File: src/rtl/neuron_mac_sequencer.sv
// Single-neuron multiply-accumulate sequencer: walks a weight BRAM and input buffer in lockstep,
// accumulates W*X onto a scaled bias, then rescales, applies optional ReLU and saturates to 16 bits.
module neuron_mac_sequencer #(
    parameter int N_IN   = 28,
    parameter int ADDR_W = 5,
    parameter int FRAC   = 8,
    parameter int ACC_W  = 40,
    parameter int RELU   = 1
) (
    input  logic              CLK,
    input  logic              RST_N,
    input  logic              START,
    input  logic [15:0]       BIAS,
    output logic [ADDR_W-1:0] ADDR,
    output logic              EN,
    output logic              WE,
    input  logic [15:0]       W_DO,
    input  logic [15:0]       X_DO,
    output logic [15:0]       Y,
    output logic              Y_VALID,
    output logic              BUSY
);

    typedef enum logic [1:0] {
        S_IDLE,
        S_FETCH,
        S_DRAIN,
        S_OUT
    } state_t;

    localparam logic [ADDR_W-1:0]        LAST_ADDR = ADDR_W'(N_IN - 1);
    localparam logic signed [ACC_W-1:0]  SAT_MAX   = ACC_W'(32767);
    localparam logic signed [ACC_W-1:0]  SAT_MIN   = ACC_W'(-32768);

    state_t                   state_q, state_d;
    logic [ADDR_W-1:0]        addr_q, addr_d;
    logic                     en_q, en_d;
    logic                     busy_q, busy_d;
    logic                     yv_q, yv_d;
    logic [15:0]              y_q, y_d;
    logic signed [ACC_W-1:0]  acc_q, acc_d;
    logic signed [31:0]       prod_q, prod_d;
    logic                     pv_q, pv_d;
    logic signed [ACC_W-1:0]  shifted;
    logic signed [ACC_W-1:0]  clipped;

    always_ff @(posedge CLK or negedge RST_N) begin
        if (!RST_N) begin
            state_q <= S_IDLE;
            addr_q  <= '0;
            en_q    <= 1'b0;
            busy_q  <= 1'b0;
            yv_q    <= 1'b0;
            y_q     <= '0;
            acc_q   <= '0;
            prod_q  <= '0;
            pv_q    <= 1'b0;
        end else begin
            state_q <= state_d;
            addr_q  <= addr_d;
            en_q    <= en_d;
            busy_q  <= busy_d;
            yv_q    <= yv_d;
            y_q     <= y_d;
            acc_q   <= acc_d;
            prod_q  <= prod_d;
            pv_q    <= pv_d;
        end
    end

    // ReLU is applied to the rescaled accumulator before clamping to the 16-bit range.
    always_comb begin
        shifted = acc_q >>> FRAC;
        clipped = shifted;
        if (RELU != 0 && shifted[ACC_W-1]) begin
            clipped = '0;
        end
    end

    always_comb begin
        state_d = state_q;
        addr_d  = addr_q;
        en_d    = en_q;
        busy_d  = busy_q;
        yv_d    = 1'b0;
        y_d     = y_q;
        acc_d   = acc_q;
        prod_d  = prod_q;
        // Memory data seen while in FETCH belongs to the previous cycle's address.
        pv_d    = (state_q == S_FETCH);

        if (state_q == S_FETCH) begin
            prod_d = $signed(W_DO) * $signed(X_DO);
        end
        if (pv_q) begin
            acc_d = acc_q + ACC_W'(prod_q);
        end
        if (yv_q) begin
            busy_d = 1'b0;
        end

        case (state_q)
            S_IDLE: begin
                if (START && !busy_q) begin
                    state_d = S_FETCH;
                    en_d    = 1'b1;
                    addr_d  = '0;
                    busy_d  = 1'b1;
                    acc_d   = ACC_W'($signed(BIAS)) <<< FRAC;
                end
            end
            S_FETCH: begin
                if (addr_q == LAST_ADDR) begin
                    addr_d  = '0;
                    en_d    = 1'b0;
                    state_d = S_DRAIN;
                end else begin
                    addr_d = addr_q + ADDR_W'(1);
                end
            end
            S_DRAIN: begin
                state_d = S_OUT;
            end
            S_OUT: begin
                yv_d    = 1'b1;
                state_d = S_IDLE;
                if (clipped > SAT_MAX) begin
                    y_d = 16'h7FFF;
                end else if (clipped < SAT_MIN) begin
                    y_d = 16'h8000;
                end else begin
                    y_d = clipped[15:0];
                end
            end
            default: begin
                state_d = S_IDLE;
            end
        endcase
    end

    assign ADDR    = addr_q;
    assign EN      = en_q;
    assign WE      = 1'b0;
    assign Y       = y_q;
    assign Y_VALID = yv_q;
    assign BUSY    = busy_q;

endmodule

File: config.mk
export PLATFORM = sky130hd
export DESIGN_NAME = neuron_mac_sequencer
export DESIGN_NICKNAME = d
export VERILOG_FILES = /design/src/rtl/neuron_mac_sequencer.sv
export SDC_FILE = /design/constraint.sdc
export NUM_CORES = 1
export LEC_CHECK = 0
export CAP_MARGIN = 5
export CELL_PAD_IN_SITES_DETAIL_PLACEMENT = 1
export CELL_PAD_IN_SITES_GLOBAL_PLACEMENT = 2
export CORE_UTILIZATION = 40
export CTS_CLUSTER_DIAMETER = 30
export DETAILED_ROUTE_END_ITERATION = 12
export PLACE_DENSITY = 0.81
export SYNTH_ARGS = -nofsm -noshare
export SYNTH_HDL_FRONTEND = slang
export SYNTH_SLANG_ARGS = --single-unit
File: constraint.sdc
create_clock -name CLK -period 3.6 [get_ports CLK]
set_input_delay 0.36 -clock CLK [delete_from_list [all_inputs] [get_ports CLK]]
set_output_delay 0.36 -clock CLK [all_outputs]
set_load 0.02 [all_outputs]
==> results of run 1 <==
==> final timing paths <==
| path | endpoint | slack [ns] | cells after the start |
|---|---|---|---|
| min reg2reg | Y[7] | 0.51 | 1 |
| max | prod_q[29] | -2.40 | 23 |
| max reg2reg | acc_q[37] | 0.24 | 11 |
| max in group asynchronous | acc_q[9] | 2.71 | 2 |
| min | Y[7] | 0.12 | 1 |
| min in group CLK | Y[7] | 0.51 | 1 |
==> synthesized netlist by cell type, types with 19 or more instances <==
cell      number
xnor2_1       49
nor3_1        19
nand3_1       19
dfrtp_1       99
a21o_1        33
fa_1         263
nor2_1        85
ha_1         127
mux2i_1       30
nand2_1      172
clkbuf_1      56
mux2_2        41
a21oi_1       65
inv_1        327
o21ai_0       51
and2_1       126
==> kinds of logic after synthesis <==
logic type,Yosys count,synth area share
flops,99,0.154
xor+xnor,62,0.0338
compound gates,240,0.0949
fa+ha+maj,390,0.426
other cells,1,0.000233
simple gates,496,0.152
buf+inv,390,0.0912
mux,72,0.0481
==> registers in the layout, indices dropped and copies added, names as in the netlist <==
signal and cells:
prod_q 32, state_q 2, acc_q 40, BUSY 1, EN 1, pv_q 1
ADDR 5, Y_VALID 1, Y 16
==> layout make-up <==
type / instances / area [um^2]
fillers: 4451 / 19000
inverters: 328 / 1240
multi-input cells: 1261 / 13000
clock inverters: 7 / 51.3
flip-flops and latches: 99 / 2480
clock buffers: 9 / 225
well taps: 525 / 657
repair buffers: 319 / 3110
==> worst reg2reg max path: cells and delay by family (launching register included) <==
family / cells / cell delay, ns
and+or+nand+nor: 2 / 0.46
adders and majority gates: 1 / 0.44
DFF: 1 / 0.42
AOI/OAI and AO/OA: 8 / 1.97
==> repair_timing <==
item	4_1_cts	5_1_grt
cloned	10	0
gates resized for setup	289	87
endpoints found under the hold margin	0	0
pin swaps	113	84
endpoints found under the setup margin	27	27
buffers inserted	48	12
==> stage by stage <==
step	setup WS (ns)	util	TNS (ns)
3_3_place_gp	-2.89	0.481	-60.31
5_1_grt	-2.52	0.522	-47.52
3_5_place_dp	-2.99	0.481	-62.07
4_1_cts	-2.23	0.515	-41.80
2_1_floorplan	-2.25	-	-38.61
6_report	-2.40	0.522	-43.75
==> layer usage <==
| layer | global-route usage | share of wire |
|---|---|---|
| met1 | 0.298 | 0.43 |
| met2 | 0.418 | 0.51 |
| met3 | 0.0231 | 0.032 |
| met4 | 0.0819 | 0.026 |
| met5 | 0 | 0 |
==> metrics, run 1 <==
status finished with violations; failing checks negative setup slack; CP delay by family, top adder cells; Synth Area per Inst between 9 and 10 um^2; Syn Nets between 2,000 and 2,500; DIE AREA slightly above 40,000 um^2; total grt overflow 0; crit end category flip-flop; Synth Instances 1,750; max frequency ~0.17 GHz; total wire length approximately 47,000 um; ys async rst share 1.00; CP arrival about 6.3 ns; total CTS buffers 9; clk sink count 99; Row Count 73; DIE WIDTH 203 um; Crit Reg-Reg Startpoint acc_q[9]; Starting Density 0.405; sequential share of the synthesized area 0.154; Worst path most repeated cell fa_1; Tot GR Track Use 0.235; n_diodes 0; Via density between 5 and 6; vias in the first global route 14,800; Post-Syn Area 16,100 um^2; critical path class in2reg; clock-pin slew on the worst setup and hold paths roughly 0.070 ns; top cells by area, synth fa_1 (33%), dfrtp_1 (15%), ha_1 (9.9%); fin cells 2,548; crit-path max FO 5; Slew @ Worst Pin between 0.8 and 0.9 ns; IO buf count between 70 and 80; placed instance count about 2,500; Synth Register Bits ~100; placer congestion estimate around 0.84; Cell Chain, Critical Path buf_6 > buf_6 > buf_12 > and2_4 > fa_1 > fa_1 > fa_1 > fa_1 > fa_1 > inv_2 > fa_1 > inv_2 > ha_4 > a21o_1 > a21o_1 > a21o_1 > a21o_1 > a21oi_2 > a21oi_4 > or3_4 > a21bo_1 > xor2_1 > mux2_4; most common cell after layout, fill and taps aside inv_1; Setup crit start W_DO[5]; Post-CTS Hold Buffers 0; CP Launch Type input port; Hold/Removal Path Class in2async; area growth from synthesis to layout 29.0%; setup violators final 26; Buf/Inv on CP 5; clock period minus worst slack between 6 and 7 ns; Nets between 2,000 and 2,500; Clock Tree Root clkbuf_16; max-cap violations 0; Pre-Repair DR Iteration Count 4; DPL Wire Length roughly 36,000 um; fin crit share 1.67; Top FF cell, synth dfrtp_1; global-route wire length before repair just under 80,000 um; IO Count 76; DP Area between 15,000 and 20,000 um^2; worst hold slack 0.118 ns; Rel. slew slack 0.422; ratio of cells with drive above 1 in the final layout 0.261; most frequent cells in the layout inv_1 (292), fa_1 (239), buf_4 (172), nand2_1 (158), ha_1 (102); CTS Buffer Depth 2; 1st-iter DRT viols 496; Hold Fails Final Rpt 0; die height approximately 200 um; CTS H-tree depth 3; Netlist cell types 63; Clock Latency Late Sink between 0.3 and 0.4 ns; CP max stage cell fa_1; Post-synth EDFFs 0; initial antenna violation count 0; Placeable Area approximately 40,000 um^2; TritonCTS clock tree yes; crit-path max cell delay 0.56 ns; CP Data Required Time slightly below 4 ns; largest area contributor in the netlist fa_1; area share of the largest cell type after synthesis 0.327; pin count of the biggest net entering global routing between 60 and 70; final worst-path setup slack -2.40 ns; wire per inst between 15 and 20 um; clock skew approximately 0.0088 ns; vias after detailed routing approximately 13,000; RSZ-0062 raised after global routing yes; drc violations 0; Max Slew Vio Count 0; YS warnings 0; Final Instance Area 20,700 um^2; ANT nets after route 0
Power of run 1 is not shown: default switching activity piles up to over one toggle a cycle in this logic, so the estimate is an artifact.
==> run 2, diff against run 1 <==
Settings changed: TNS_END_PERCENT set to 100.
Clock period 3.6 ns to 5.8 ns, I/O delays scaled along.
==> run 2 against run 1 <==
Clock-buffer cell count up 2. Critical path depth up 1. The run still ends with negative setup slack left. Final area fell by 2.4%. Register-to-register slack better by 2.2 ns.
==> metrics, run 2 (synthesis gave the netlist of run 1 again) <==
status finished with violations; failing checks negative setup slack; most common cell after layout, fill and taps aside inv_1; total wire length 46,700 um (-1.4%); Via density 5.09 (about the same); global-route wire length before repair 75,700 um (-1.9%); final worst-path setup slack -0.381 ns (+2.02 ns); R2R cell count 12 (+1); fin crit share 1.07; RSZ-0062 raised after global routing yes; clock period minus worst slack around 6 ns; placed instance count 2,454 (-0.61%); crit end category flip-flop; crit-path max FO 6 (+1); max frequency between 0.15 and 0.2 GHz; die height 203 um (unchanged); CP Data Required Time 6.04 ns (+2.19 ns); Hold/Removal Path Class in2async; drc violations 0 (unchanged); Clock Tree Root clkbuf_16; r2r setup slk 2.44 ns (+2.20 ns); Nets 2,458 (-0.041%); DPL Wire Length 35,500 um (-0.53%); ratio of cells with drive above 1 in the final layout 0.238 (-0.0236); total grt overflow 0 (unchanged); n_diodes 0 (unchanged); Rel. slew slack 0.457 (+0.0352); area growth from synthesis to layout 25.8%; pin count of the biggest net entering global routing 61 (-6.2%); vias after detailed routing 13,000 (-0.14%); CTS H-tree depth 3 (unchanged); Clock Latency Late Sink 0.36 ns (about the same); placer congestion estimate 0.849 (+0.58%); final core utilization 0.509 (-0.0128); Hold Fails Final Rpt 0 (unchanged); CP endpoint prod_q[29]; initial antenna violation count 0 (unchanged); most frequent cells in the layout inv_1 (293), fa_1 (239), buf_4 (201), nand2_1 (165), ha_1 (112); Max Slew Vio Count 0 (unchanged); max FFs per register 40 (unchanged); DIE AREA 41,000 um^2 (unchanged); vias in the first global route 14,400 (-2.7%); reg-to-reg endpoint acc_q[26]; CP arrival 6.43 ns (+0.18 ns); Starting Density 0.405 (unchanged); Crit Reg-Reg Startpoint acc_q[0]; DIE WIDTH 203 um (unchanged); Pre-Repair DR Iteration Count 5 (+1); Row Count 73 (unchanged); CTS Buffer Depth 2 (unchanged); Biggest register acc_q; max-cap violations 0 (unchanged); Setup crit start W_DO[6]; IO buf count 74 (unchanged); critical path class in2reg; pre-CTS setup slack -1.09 ns (+1.90 ns); total CTS buffers 9 (unchanged); clock-pin slew on the worst setup and hold paths 0.07 ns (about the same); wire per inst 18.3 um (-1.4%); ANT nets after route 0 (unchanged); Placeable Area 39,700 um^2 (unchanged); setup TNS -1.92 ns (+41.83 ns); TritonCTS clock tree yes; Tot GR Track Use 0.231 (-0.00437); IO Count 76 (unchanged); Slew @ Worst Pin 0.814 ns (-0.0529 ns); fin cells 2,547 (-0.039%); CP Launch Type input port; clk sink count 99 (unchanged); setup violators final 11 (-58%); clock skew 0.00862 ns (-0.000189 ns); 1st-iter DRT viols 521 (+5.0%)
## run 2: how the worst min path moves through the flow
stage                     slack, ns  endpoint  cells past startpoint    start
after floorplan                0.28   ADDR[0]                      0    RST_N
after global placement         0.47      BUSY                      1  Y_VALID
after detailed placement       0.48      BUSY                      1  Y_VALID
after CTS                      0.22  acc_q[5]                      1    RST_N
after global routing           0.25  acc_q[4]                      1    RST_N
final                          0.21  acc_q[4]                      1    RST_N
## run 2: per-layer routing
metal,GRT usage,up-vias,part of all wire
li1,-,6061,-
met1,0.297,6621,0.44
met2,0.409,215,0.51
met3,0.0236,72,0.028
met4,0.0712,0,0.026
met5,0,-,0
## run 2: critical path: stages
cell and delay [ns]:
buf_6 0.11, buf_12 0.13, buf_4 0.13, nand2_1 0.12, fa_1 0.47, inv_1 0.10, fa_2 0.46, fa_2 0.59
fa_2 0.46, fa_1 0.56, inv_2 0.04, fa_1 0.52, inv_2 0.05, ha_4 0.15, a21o_1 0.17, a21o_1 0.19
a21o_1 0.20, a21o_1 0.20, a21oi_2 0.21, a21oi_4 0.09, or3_4 0.33, a21bo_1 0.18, xor2_1 0.13, mux2_4 0.25
## run 2: cell type report
class                   count  area (um^2)
clock inverters             5         36.3
inverters                 328         1240
well taps                 525          657
multi-input cells        1261        12700
clock buffers              11          253
fillers                  4536        19500
repair buffers            318         2880
flip-flops and latches     99         2480
## run 2: repair_timing
item / CTS / global route
pin swaps: 79 / 86
cloned: 9 / 0
setup endpoints to repair: 18 / 15
hold buffers: 0 / 0
resized for setup: 207 / 124
setup buffers: 55 / 18
## run 2: through the flow
stage | cell area (um^2) | hold WS, ns
global route | 20200 | 0.246
global placement | 18800 | 0.469
floorplan | 16300 | 0.284
detailed placement | 18800 | 0.481
CTS | 20000 | 0.217
finish | 20200 | 0.208
Power of run 2 is left out for the same reason.
==> run 3, diff against run 2 <==
Settings changed: SKIP_CTS_REPAIR_TIMING set to 1.
==> run 3 against run 2 <==
The run still ends with negative setup slack left. Hold slack worse by 0.00084 ns. Final area is 1.6% lower. Clock skew hardly changed. Wire length is 5.3% lower. Largest cell class unchanged. Clock-buffer cell count stayed put. Critical path type unchanged. Core utilization is 0.82 points lower. Sequential share of layout area is 0.20 points higher. Flip-flop and latch count stayed put. Highest routed layer unchanged. Via count is 2.0% lower. Final cell count is 1.2% lower.
==> metrics, run 3 (synthesis gave the netlist of run 1 again) <==
crit-path max FO 5 (-1); initial antenna violation count 0 (unchanged); DIE AREA 41,000 um^2 (unchanged); vias after detailed routing 12,700 (-2.0%); drc violations 0 (unchanged); Placeable Area 39,700 um^2 (unchanged); Nets 2,428 (-1.2%); worst hold slack 0.208 ns (-0.000843 ns); CP arrival 6.43 ns (about the same); Row Count 73 (unchanged); CTS Buffer Depth 2 (unchanged); IO buf count 74 (unchanged); Slew @ Worst Pin 0.814 ns (+0.000314 ns); status finished with violations; ratio of cells with drive above 1 in the final layout 0.189 (-0.0486); pin count of the biggest net entering global routing 61 (unchanged); wire per inst 17.6 um (-4.2%); n_diodes 0 (unchanged); crit-path max cell delay 0.56 ns (-0.03 ns); Hold Fails Final Rpt 0 (unchanged); max-cap violations 0 (unchanged); fin crit share 1.07 (about the same); critical path class in2reg; clock skew 0.00818 ns (-0.000445 ns); TritonCTS clock tree yes; vias in the first global route 13,800 (-4.3%); total CTS buffers 9 (unchanged); final worst-path setup slack -0.381 ns (+0.000177 ns); die height 203 um (unchanged); total wire length 44,200 um (-5.3%); clock-pin slew on the worst setup and hold paths 0.07 ns (about the same); 1st-iter DRT viols 501 (-3.8%); failing checks negative setup slack; placer congestion estimate 0.849 (unchanged); ANT nets after route 0 (unchanged); CP max stage cell fa_1; Rel. slew slack 0.457 (about the same); RSZ-0062 raised after global routing yes; DPL Wire Length 35,500 um (unchanged); CP Data Required Time 6.05 ns (about the same); global-route wire length before repair 70,300 um (-7.2%); Tot GR Track Use 0.211 (-0.0205); max frequency 0.162 GHz (about the same); clk sink count 99 (unchanged); Worst path most repeated cell fa_1; Final Instance Area 19,900 um^2 (-1.6%); Starting Density 0.405 (unchanged); total grt overflow 0 (unchanged); fin cells 2,517 (-1.2%); max FFs per register 40 (unchanged); Biggest register acc_q; Pre-Repair DR Iteration Count 5 (unchanged); Clock Latency Late Sink 0.36 ns (about the same); CTS H-tree depth 3 (unchanged); Hold/Removal Path Class in2async; DIE WIDTH 203 um (unchanged); CP Launch Type input port; Cell Chain, Critical Path buf_8 > buf_12 > and2_4 > fa_1 > inv_2 > fa_2 > fa_1 > fa_1 > inv_2 > fa_1 > inv_2 > fa_1 > inv_2 > ha_4 > nand2_4 > o32ai_4 > a31oi_1 > o21ai_1 > or3_4 > a221o_1 > a311oi_2 > xnor2_1 > mux2_4; Clock Tree Root clkbuf_16; placed instance count 2,454 (unchanged); Max Slew Vio Count 0 (unchanged); area growth from synthesis to layout 23.8%; crit end category flip-flop; most common cell after layout, fill and taps aside inv_1; most frequent cells in the layout inv_1 (312), fa_1 (249), buf_4 (173), nand2_1 (169), ha_1 (114); Via density 5.05 (-0.82%); clock period minus worst slack 6.18 ns (-0.000177 ns); DP Area 18,800 um^2 (unchanged); setup violators final 9 (-2); IO Count 76 (unchanged); setup TNS -1.99 ns (-0.0746 ns)
-- run 3: cell count changes in the layout (fill, tap and decap cells not counted), moves of 8 or more --
cell / previous run / this run
and2_1: 100 / 112
and2_4: 26 / 14
buf_2: 12 / 4
buf_4: 201 / 173
buf_6: 30 / 22
clkbuf_16: 9 / 17
dlymetal6s2s_1: 0 / 17
fa_1: 239 / 249
fa_2: 24 / 14
inv_1: 293 / 312
inv_2: 33 / 15
-- run 3: cell type report --
type	instances	area, um^2
fill	4574	19800
multi-input combinational	1261	12500
timing repair buffer	288	2740
sequential	99	2480
inverter	328	1230
tap	525	657
clock buffer	11	253
clock inverter	5	36.3
-- run 3: path summary, 6_finish.rpt --
check | start | to | depth (start not counted) | slack [ns]
setup / recovery | W_DO[5] | prod_q[30] | 23 | -0.38
hold / removal | RST_N | acc_q[4] | 1 | 0.21
setup reg to reg | acc_q[0] | acc_q[26] | 12 | 2.44
hold reg to reg | Y[15] | Y[15] | 1 | 0.50
max in group asynchronous | RST_N | acc_q[9] | 2 | 4.42
min in group CLK | Y[15] | Y[15] | 1 | 0.50
-- run 3: critical path: cells and delay by family --
family,cells,cell delay [ns]
simple gates,3,0.64
compound gates,5,1.08
xor+xnor,1,0.09
buf+inv,6,0.41
mux,1,0.25
fa+ha+maj,7,3.37
-- run 3: per-stage QoR --
stage | util | setup WS [ns]
finish | 0.501 | -0.381
global route | 0.501 | -0.553
global placement | 0.473 | -0.956
detailed placement | 0.473 | -1.09
floorplan | - | -0.268
CTS | 0.481 | -0.700
-- run 3: metal layers --
layer | vias up | track usage | wire length [um]
met3 | 52 | 0.0162 | 1000
met1 | 6466 | 0.286 | 20300
li1 | 6005 | - | -
met5 | - | 0 | 0
met2 | 188 | 0.369 | 22200
met4 | 0 | 0.0392 | 702
Power of run 3 is left out for the same reason.
